### src/rtl/hazard_ctrl.sv
// Pipeline hazard controller: freezes on memory stalls, flushes on taken branches
// (including ones seen while frozen), inserts load-use bubbles, and counts stall/flush cycles.
module hazard_ctrl #(
  parameter int REG_AW = 5,
  parameter int CNT_W  = 16
) (
  input  logic              i_clk,
  input  logic              i_rst,
  input  logic [REG_AW-1:0] id_rs1,
  input  logic [REG_AW-1:0] id_rs2,
  input  logic              id_use_rs1,
  input  logic              id_use_rs2,
  input  logic [REG_AW-1:0] ex_rd,
  input  logic              ex_memread,
  input  logic              ex_br_taken,
  input  logic              mem_busy,
  input  logic              cnt_clr,
  output logic              pc_en,
  output logic [1:0]        ifid_sel,
  output logic [1:0]        idex_sel,
  output logic [1:0]        state_o,
  output logic [CNT_W-1:0]  stall_cnt,
  output logic [CNT_W-1:0]  flush_cnt
);

  typedef enum logic [1:0] {
    RUN     = 2'b00,
    MEMWAIT = 2'b01
  } state_t;

  localparam logic [1:0]       SEL_ADV   = 2'b00;
  localparam logic [1:0]       SEL_HOLD  = 2'b01;
  localparam logic [1:0]       SEL_FLUSH = 2'b11;
  localparam logic [CNT_W-1:0] CNT_ONE   = {{(CNT_W-1){1'b0}}, 1'b1};

  state_t state_q, state_d;
  logic   pend_q, pend_d;
  logic   load_use;
  logic   flush_req;

  assign load_use = ex_memread && (ex_rd != '0) &&
                    ((id_use_rs1 && (ex_rd == id_rs1)) ||
                     (id_use_rs2 && (ex_rd == id_rs2)));

  // A branch that resolved while frozen must still flush once the pipeline thaws.
  assign flush_req = ex_br_taken | pend_q;

  always_comb begin
    state_d  = RUN;
    pend_d   = 1'b0;
    pc_en    = 1'b1;
    ifid_sel = SEL_ADV;
    idex_sel = SEL_ADV;
    if (i_rst) begin
      state_d = RUN;
    end else if (mem_busy) begin
      pc_en    = 1'b0;
      ifid_sel = SEL_HOLD;
      idex_sel = SEL_HOLD;
      state_d  = MEMWAIT;
      pend_d   = pend_q | ex_br_taken;
    end else if (flush_req) begin
      ifid_sel = SEL_FLUSH;
      idex_sel = SEL_FLUSH;
    end else if (load_use) begin
      pc_en    = 1'b0;
      ifid_sel = SEL_HOLD;
      idex_sel = SEL_FLUSH;
    end
  end

  always_ff @(posedge i_clk or posedge i_rst) begin
    if (i_rst) begin
      state_q <= RUN;
      pend_q  <= 1'b0;
    end else begin
      state_q <= state_d;
      pend_q  <= pend_d;
    end
  end

  // Unused encodings report as RUN.
  assign state_o = (state_q == MEMWAIT) ? MEMWAIT : RUN;

  always_ff @(posedge i_clk or posedge i_rst) begin
    if (i_rst) begin
      stall_cnt <= '0;
      flush_cnt <= '0;
    end else if (cnt_clr) begin
      stall_cnt <= '0;
      flush_cnt <= '0;
    end else begin
      if (!pc_en && (stall_cnt != '1)) stall_cnt <= stall_cnt + CNT_ONE;
      if ((ifid_sel == SEL_FLUSH) && (flush_cnt != '1)) flush_cnt <= flush_cnt + CNT_ONE;
    end
  end

endmodule

### config.mk
export PLATFORM = sky130hd
export DESIGN_NAME = hazard_ctrl
export DESIGN_NICKNAME = d
export VERILOG_FILES = /design/src/rtl/hazard_ctrl.sv
export SDC_FILE = /design/constraint.sdc
export NUM_CORES = 1
export LEC_CHECK = 0
export ABC_CLOCK_PERIOD_IN_PS = 2600
export BUFFER_PORTS_ARGS = -buffer_cell sky130_fd_sc_hd__buf_2
export CAP_MARGIN = 30
export CORE_MARGIN = 1
export CORE_UTILIZATION = 50
export DETAILED_ROUTE_END_ITERATION = 16
export PLACE_DENSITY = 0.77
export SKIP_CTS_REPAIR_TIMING = 1
export SLEW_MARGIN = 20
export SYNTH_ARGS = -nofsm -noshare
export SYNTH_HDL_FRONTEND = slang
export SYNTH_SLANG_ARGS = --single-unit
### constraint.sdc
create_clock -name i_clk -period 2.6 [get_ports i_clk]
set_input_delay 0.26 -clock i_clk [delete_from_list [all_inputs] [get_ports i_clk]]
set_output_delay 0.26 -clock i_clk [all_outputs]
set_load 0.05 [all_outputs]
== Word level (Yosys, flattened, before mapping) ==
Index checks and enable logic that the tools add are counted.
Storage, ports and cells
  flip-flop bits (word level): 35
  bits of input ports: 23
  output and inout port bits: 39
  word-level logic and storage cells: 45
Operators by class
  add/subtract/negate cells: 2
  eq/ne operators: 6
  mux-type cells: 21
  bitwise logic cells: 1
  reduce and logical (&&, ||, !) cells: 11
Operators with widths (number)
  two-way mux 16 bit: 4
  adder 16 x 1 -> 16 bit (second input constant): 2
  != test 16 bit (second input constant): 2
  two-way mux 2 bit: 7
  equality test 5 bit: 2
  two-way mux 1 bit: 10
  logical AND 1 bit: 6
  nonzero test 5 bit: 1
  nonzero test 2 bit: 2
  equality test 2 x 1 -> 1 bit (second input constant): 1
  equality test 2 bit (second input constant): 1
  logical NOT 1 bit: 1
  logical OR 1 bit: 1
  bitwise OR 1 bit: 1

== Depth between registers and ports, before layout ==
  depth in word-level cells: 12
  gate-level depth with buffers: 9
  mapped depth without buffers: 7

== Least setup slack after synthesis ==
No wires, ideal clock.
  kind: register to register
  from: register pend_q
  to: register flush_cnt[13]
  setup time: 132 ps
  data arrival time: 2541 ps
  required time: 2468 ps
  setup slack: -73 ps
  stages on the path, launching flop included: 8
  path buffers: 1
  period minus slack after synthesis: 2673 ps
  cell sequence: dfrtp_1 > nor2_1 > nor3_1 > o31ai_1 > clkbuf_1 > nor4_1 > xnor2_1 > nor2_1
On the way
  longest elaborated chain between the ends: 7
RTL lines
  start: declaration: line 37  | logic pend_q, pend_d;
  start signal: assignment: line 78  | pend_q <= pend_d;
  bitwise OR 1 bit: line 46  | assign flush_req = ex_br_taken | pend_q;
  two-way mux 2 bit: line 62  | end else if (flush_req) begin
  two-way mux 2 bit: line 56  | end else if (mem_busy) begin
  two-way mux 2 bit: line 54  | if (i_rst) begin
  named net ifid_sel[1]: line 19  | output logic [1:0] ifid_sel,
  equality test 2 bit: line 94  | if ((ifid_sel == SEL_FLUSH) && (flush_cnt != '1)) flush_cnt <= flush_cnt + CNT_ONE;
  logical AND 1 bit: line 94
  nonzero test 2 bit (no line)
  end signal: assignment: line 94
  end: declaration: line 23  | output logic [CNT_W-1:0] flush_cnt
The timed path passes the listed nets, and every way through them passes these cells.
A chain may end at the register's enable or synchronous reset.

== Final worst setup path ==
  from: register stall_cnt[0]
  to: register stall_cnt[15]
On the way
  longest elaborated chain between the ends: 3
  elaborated cells between the ends (all ways): 6
  those cells by class: 1 x add/sub; 1 x eq/ne; 2 x mux; 2 x reduce/logical
RTL lines
  start: declaration: line 22  | output logic [CNT_W-1:0] stall_cnt,
  start signal: assignment: line 93  | if (!pc_en && (stall_cnt != '1)) stall_cnt <= stall_cnt + CNT_ONE;
  adder 16 x 1 -> 16 bit or != test 16 bit (tied branches): line 93
  two-way mux 16 bit or logical AND 1 bit (tied branches): line 93
  two-way mux 16 bit or nonzero test 2 bit (tied branches)
Parallel ways exist; a longest one is shown, timed or not. The select of a mux whose other input is x is not followed.

==> parameters.txt <==
Parameter                              Value

Status
  Result of the run ... finished, final reports clean

Setup path
  Startpoint kind of the worst setup timing path ... register
  Worst path required time ... 2.80 ns
  Cell breakdown of the critical path ... ha_1, and4_1, nor4bb_1, or3b_1, o22a_1, buf_12, or4_1, a21oi_1
  Worst setup EP type ... register
  Max stage delay cell, worst path ... sky130_fd_sc_hd__or4_1
  Maximum single-stage delay on the critical path ... 0.49 ns
  Arrival time of data at the critical path endpoint ... 2.65 ns
  Maximum fanout count along the critical path ... 29
  Path type of the worst setup path ... reg2reg

Route
  Iteration-0 DRC Markers ... 69
  Iteration count of the initial detailed-routing pass ... 4
  Wire length per cell after detailed routing ... 13.1 µm
  Count of antenna-violating nets left after detailed routing ... 0
  Drc violations ... 0
  Detailed-route vias per instance ... 5.56
  Total wirelength of the detailed-routed design ... 4280 µm
  Total via count in the routed design ... 1819

Floorplan
  Boundary pin count ... 62
  Starting density of the core ... 0.524
  Placeable Area ... 0.00366 mm²
  Die Wd ... 63.9 µm
  Number of cell rows ... 22
  Die height ... 63.9 µm
  DIE AREA ... 0.00409 mm²

Logic synthesis
  Most used flip-flop cell after synthesis ... sky130_fd_sc_hd__dfrtp_1
  Share of synthesized area occupied by flip-flops and latches ... 0.444
  Cell area after synthesis ... 0.00192 mm²
  Post-synth top area share ... 0.444
  Count of different cell masters after synthesis ... 35
  Number of register bits inferred by synthesis ... 34
  Nets in the synthesized netlist ... 240
  Async set or reset register ratio after synthesis ... 1.00
  Biggest area consumer among synthesized cells ... sky130_fd_sc_hd__dfrtp_1
  Number of enable-type register cells in the synthesized netlist ... 0
  Syn Inst Count ... 215
  Top cells by area in the synthesized netlist ... sky130_fd_sc_hd__dfrtp_1 44%, sky130_fd_sc_hd__xnor2_1 5.5%, sky130_fd_sc_hd__a21oi_1 5.2%
  Average instance area after synthesis ... 8.92 µm²
  Number of warnings printed during yosys synthesis ... 0

Clock tree
  Number of buffers inserted during clock tree synthesis ... 5
  Number of buffers on the longest clock path ... 2
  Sinks on Clock Net ... 34
  Worst-Skew Late Latency ... 0.28 ns
  Clock root buffer ... sky130_fd_sc_hd__clkbuf_8
  Clock transition at the registers of the reported paths ... 0.07 ns
  Clock tree from TritonCTS ... done
  Depth of the CTS H-tree ... 2

Global routing
  Met2 layer usage reported by global route ... 0.375
  Number of global-route vias before repair ... 1667
  Number of antenna violations at the first check in global routing ... 0
  Congestion Overflow GR ... 0
  M3 GR Usage ... 0.0411
  GR Util All Layers ... 0.223
  Maximum number of pins on one net before global-route repair ... 35
  Global-route wire length before repair ... 7200 µm
  Most utilized layer in the global route result ... met2
  Met1 layer usage reported by global route ... 0.281

Place
  DP Worst Slack ... 0.127 ns
  Port Buf Inserts ... 60
  HPWL after detailed placement ... 2920 µm
  Gp weighted congestion ... 0.815

STA
  Unrepaired setup endpoints after global routing ... false
  Remaining max-slew budget at the tightest pin ... 0.593
  Worst setup margin ... 0.148 ns
  F_max ... 0.408 GHz
  Number of pins exceeding their max-slew limit in the final report ... 0
  Endpoints failing hold ... 0
  Tcrit/Tclk final ... 0.943
  Minimum clock period ... 2.45 ns
  Worst clock skew ... 0.00909 ns
  Total Negative Setup Slacks ... 0 ns
  Final-report setup violation count ... 0
  Transition at the pin with the smallest max-transition slack ... 0.610 ns

Worst hold path
  Hold crit path type ... in2async

Pwr
  Leakage ... 0.00111 µW
  Power density over the cells ... 450 mW/mm²
  IR drop worst, VDD ... 0.374 mV
  Total chip power ... 1080 µW

Layout
  Number of nets in the layout ... 303
  Share of post-route cells with drive strength above 1 ... 0.280
  Final-layout fill cell count ... 332
  Diode insertion count for antenna repair ... 0
  Layout-stage area growth over the synthesis result ... 24.9%

Flow run
  Count of max-cap constraint violations ... 0
-- layout make-up --
cell class	instances	area (µm²)	area share
multi-input cells	163	1000	0.419
repair buffers	66	358	0.150
well taps	48	60.1	0.0251
inverters	8	30.0	0.0125
flip-flops and latches	34	852	0.356
clock buffers	7	86.3	0.0361
clock inverters	1	5.00	0.00209
-- placed cells by master, fill, tap and decap left out, types with 2 or more instances in the layout --
master	instances
sky130_fd_sc_hd__nor4_1	3
sky130_fd_sc_hd__clkbuf_8	6
sky130_fd_sc_hd__and3_1	2
sky130_fd_sc_hd__o31ai_1	8
sky130_fd_sc_hd__ha_1	2
sky130_fd_sc_hd__or3_1	9
sky130_fd_sc_hd__inv_1	8
sky130_fd_sc_hd__dfrtp_1	33
sky130_fd_sc_hd__nand3_1	12
sky130_fd_sc_hd__buf_2	60
sky130_fd_sc_hd__a21oi_1	20
sky130_fd_sc_hd__nand4_1	5
sky130_fd_sc_hd__nand2_1	14
sky130_fd_sc_hd__xnor2_1	12
sky130_fd_sc_hd__xor2_1	11
sky130_fd_sc_hd__or4_1	8
sky130_fd_sc_hd__o21ai_0	10
sky130_fd_sc_hd__buf_4	5
sky130_fd_sc_hd__and4_1	3
sky130_fd_sc_hd__nor3_1	8
sky130_fd_sc_hd__nor2_1	21
-- per-layer routing --
| metal | part of all wire | vias up |
|---|---|---|
| met3 | 0.052 | 6 |
| met4 | 0.011 | 0 |
| met1 | 0.46 | 872 |
| met5 | 0 | - |
| met2 | 0.48 | 49 |
| li1 | - | 892 |
-- flip-flops by register name, summed over array words and instances (netlist names) --
name / flops
state_q: 1
stall_cnt: 16
flush_cnt: 16
pend_q: 1
-- metrics by stage --
| stage | hold slack [ns] | util | cells | area (µm²) |
|---|---|---|---|---|
| 5_1_grt | 0.198 | 0.654 | 327 | 2390 |
| 6_report | 0.137 | 0.654 | 327 | 2390 |
| 4_1_cts | 0.148 | 0.652 | 327 | 2390 |
| 3_5_place_dp | 0.459 | 0.627 | 319 | 2300 |
| 2_1_floorplan | 0.410 | - | 215 | 1920 |
| 3_3_place_gp | 0.456 | 0.627 | 319 | 2300 |
-- synth_stat cells, types with 2 or more instances --
master / number
sky130_fd_sc_hd__clkbuf_1: 5
sky130_fd_sc_hd__ha_1: 2
sky130_fd_sc_hd__or3_1: 9
sky130_fd_sc_hd__buf_2: 3
sky130_fd_sc_hd__nand2_1: 14
sky130_fd_sc_hd__a21oi_1: 20
sky130_fd_sc_hd__and3_1: 2
sky130_fd_sc_hd__nor3_1: 9
sky130_fd_sc_hd__dfrtp_1: 34
sky130_fd_sc_hd__nor4_1: 4
sky130_fd_sc_hd__xnor2_1: 12
sky130_fd_sc_hd__nand4_1: 5
sky130_fd_sc_hd__nand3_1: 12
sky130_fd_sc_hd__and4_1: 3
sky130_fd_sc_hd__inv_1: 8
sky130_fd_sc_hd__nor2_1: 21
sky130_fd_sc_hd__o31ai_1: 8
sky130_fd_sc_hd__xor2_1: 11
sky130_fd_sc_hd__or4_1: 8
sky130_fd_sc_hd__o21ai_0: 10
-- logic make-up after synthesis --
family	after synthesis	synth area share
compound gates	41	0.123
buf+inv	18	0.0392
flops	34	0.444
fa+ha+maj	2	0.0131
simple gates	94	0.262
xor+xnor	23	0.105
other cells	1	0.00196
mux	2	0.0111
-- where the power goes --
group / internal [µW] / total [µW] / leakage [µW] / switching, µW
Sequential: 534 / 538 / 0.000471 / 3.69
Combinational: 44.0 / 139 / 0.000587 / 94.9
Clock: 214 / 402 / 0.0000482 / 188
Total: 791 / 1080 / 0.00111 / 287
-- worst paths after layout --
| check | from | endpoint | slack (ns) | cells past startpoint |
|---|---|---|---|---|
| setup / recovery | stall_cnt[0] | stall_cnt[15] | 0.15 | 8 |
| hold / removal | i_rst | pend_q | 0.14 | 3 |
| setup reg to reg | stall_cnt[0] | stall_cnt[15] | 0.15 | 8 |
| hold reg to reg | pend_q | pend_q | 0.56 | 2 |
| max in group asynchronous | i_rst | stall_cnt[0] | 2.12 | 3 |
| min in group i_clk | ex_br_taken | pend_q | 0.26 | 3 |
-- critical path: cells and delay by family, from the launching register on --
kind	cells	cell delay [ns]
DFF	1	0.40
adders and majority gates	1	0.23
AOI/OAI and AO/OA	2	0.36
and+or+nand+nor	4	1.20
buffers and inverters	1	0.17
Power figures use the tool's default switching activity.
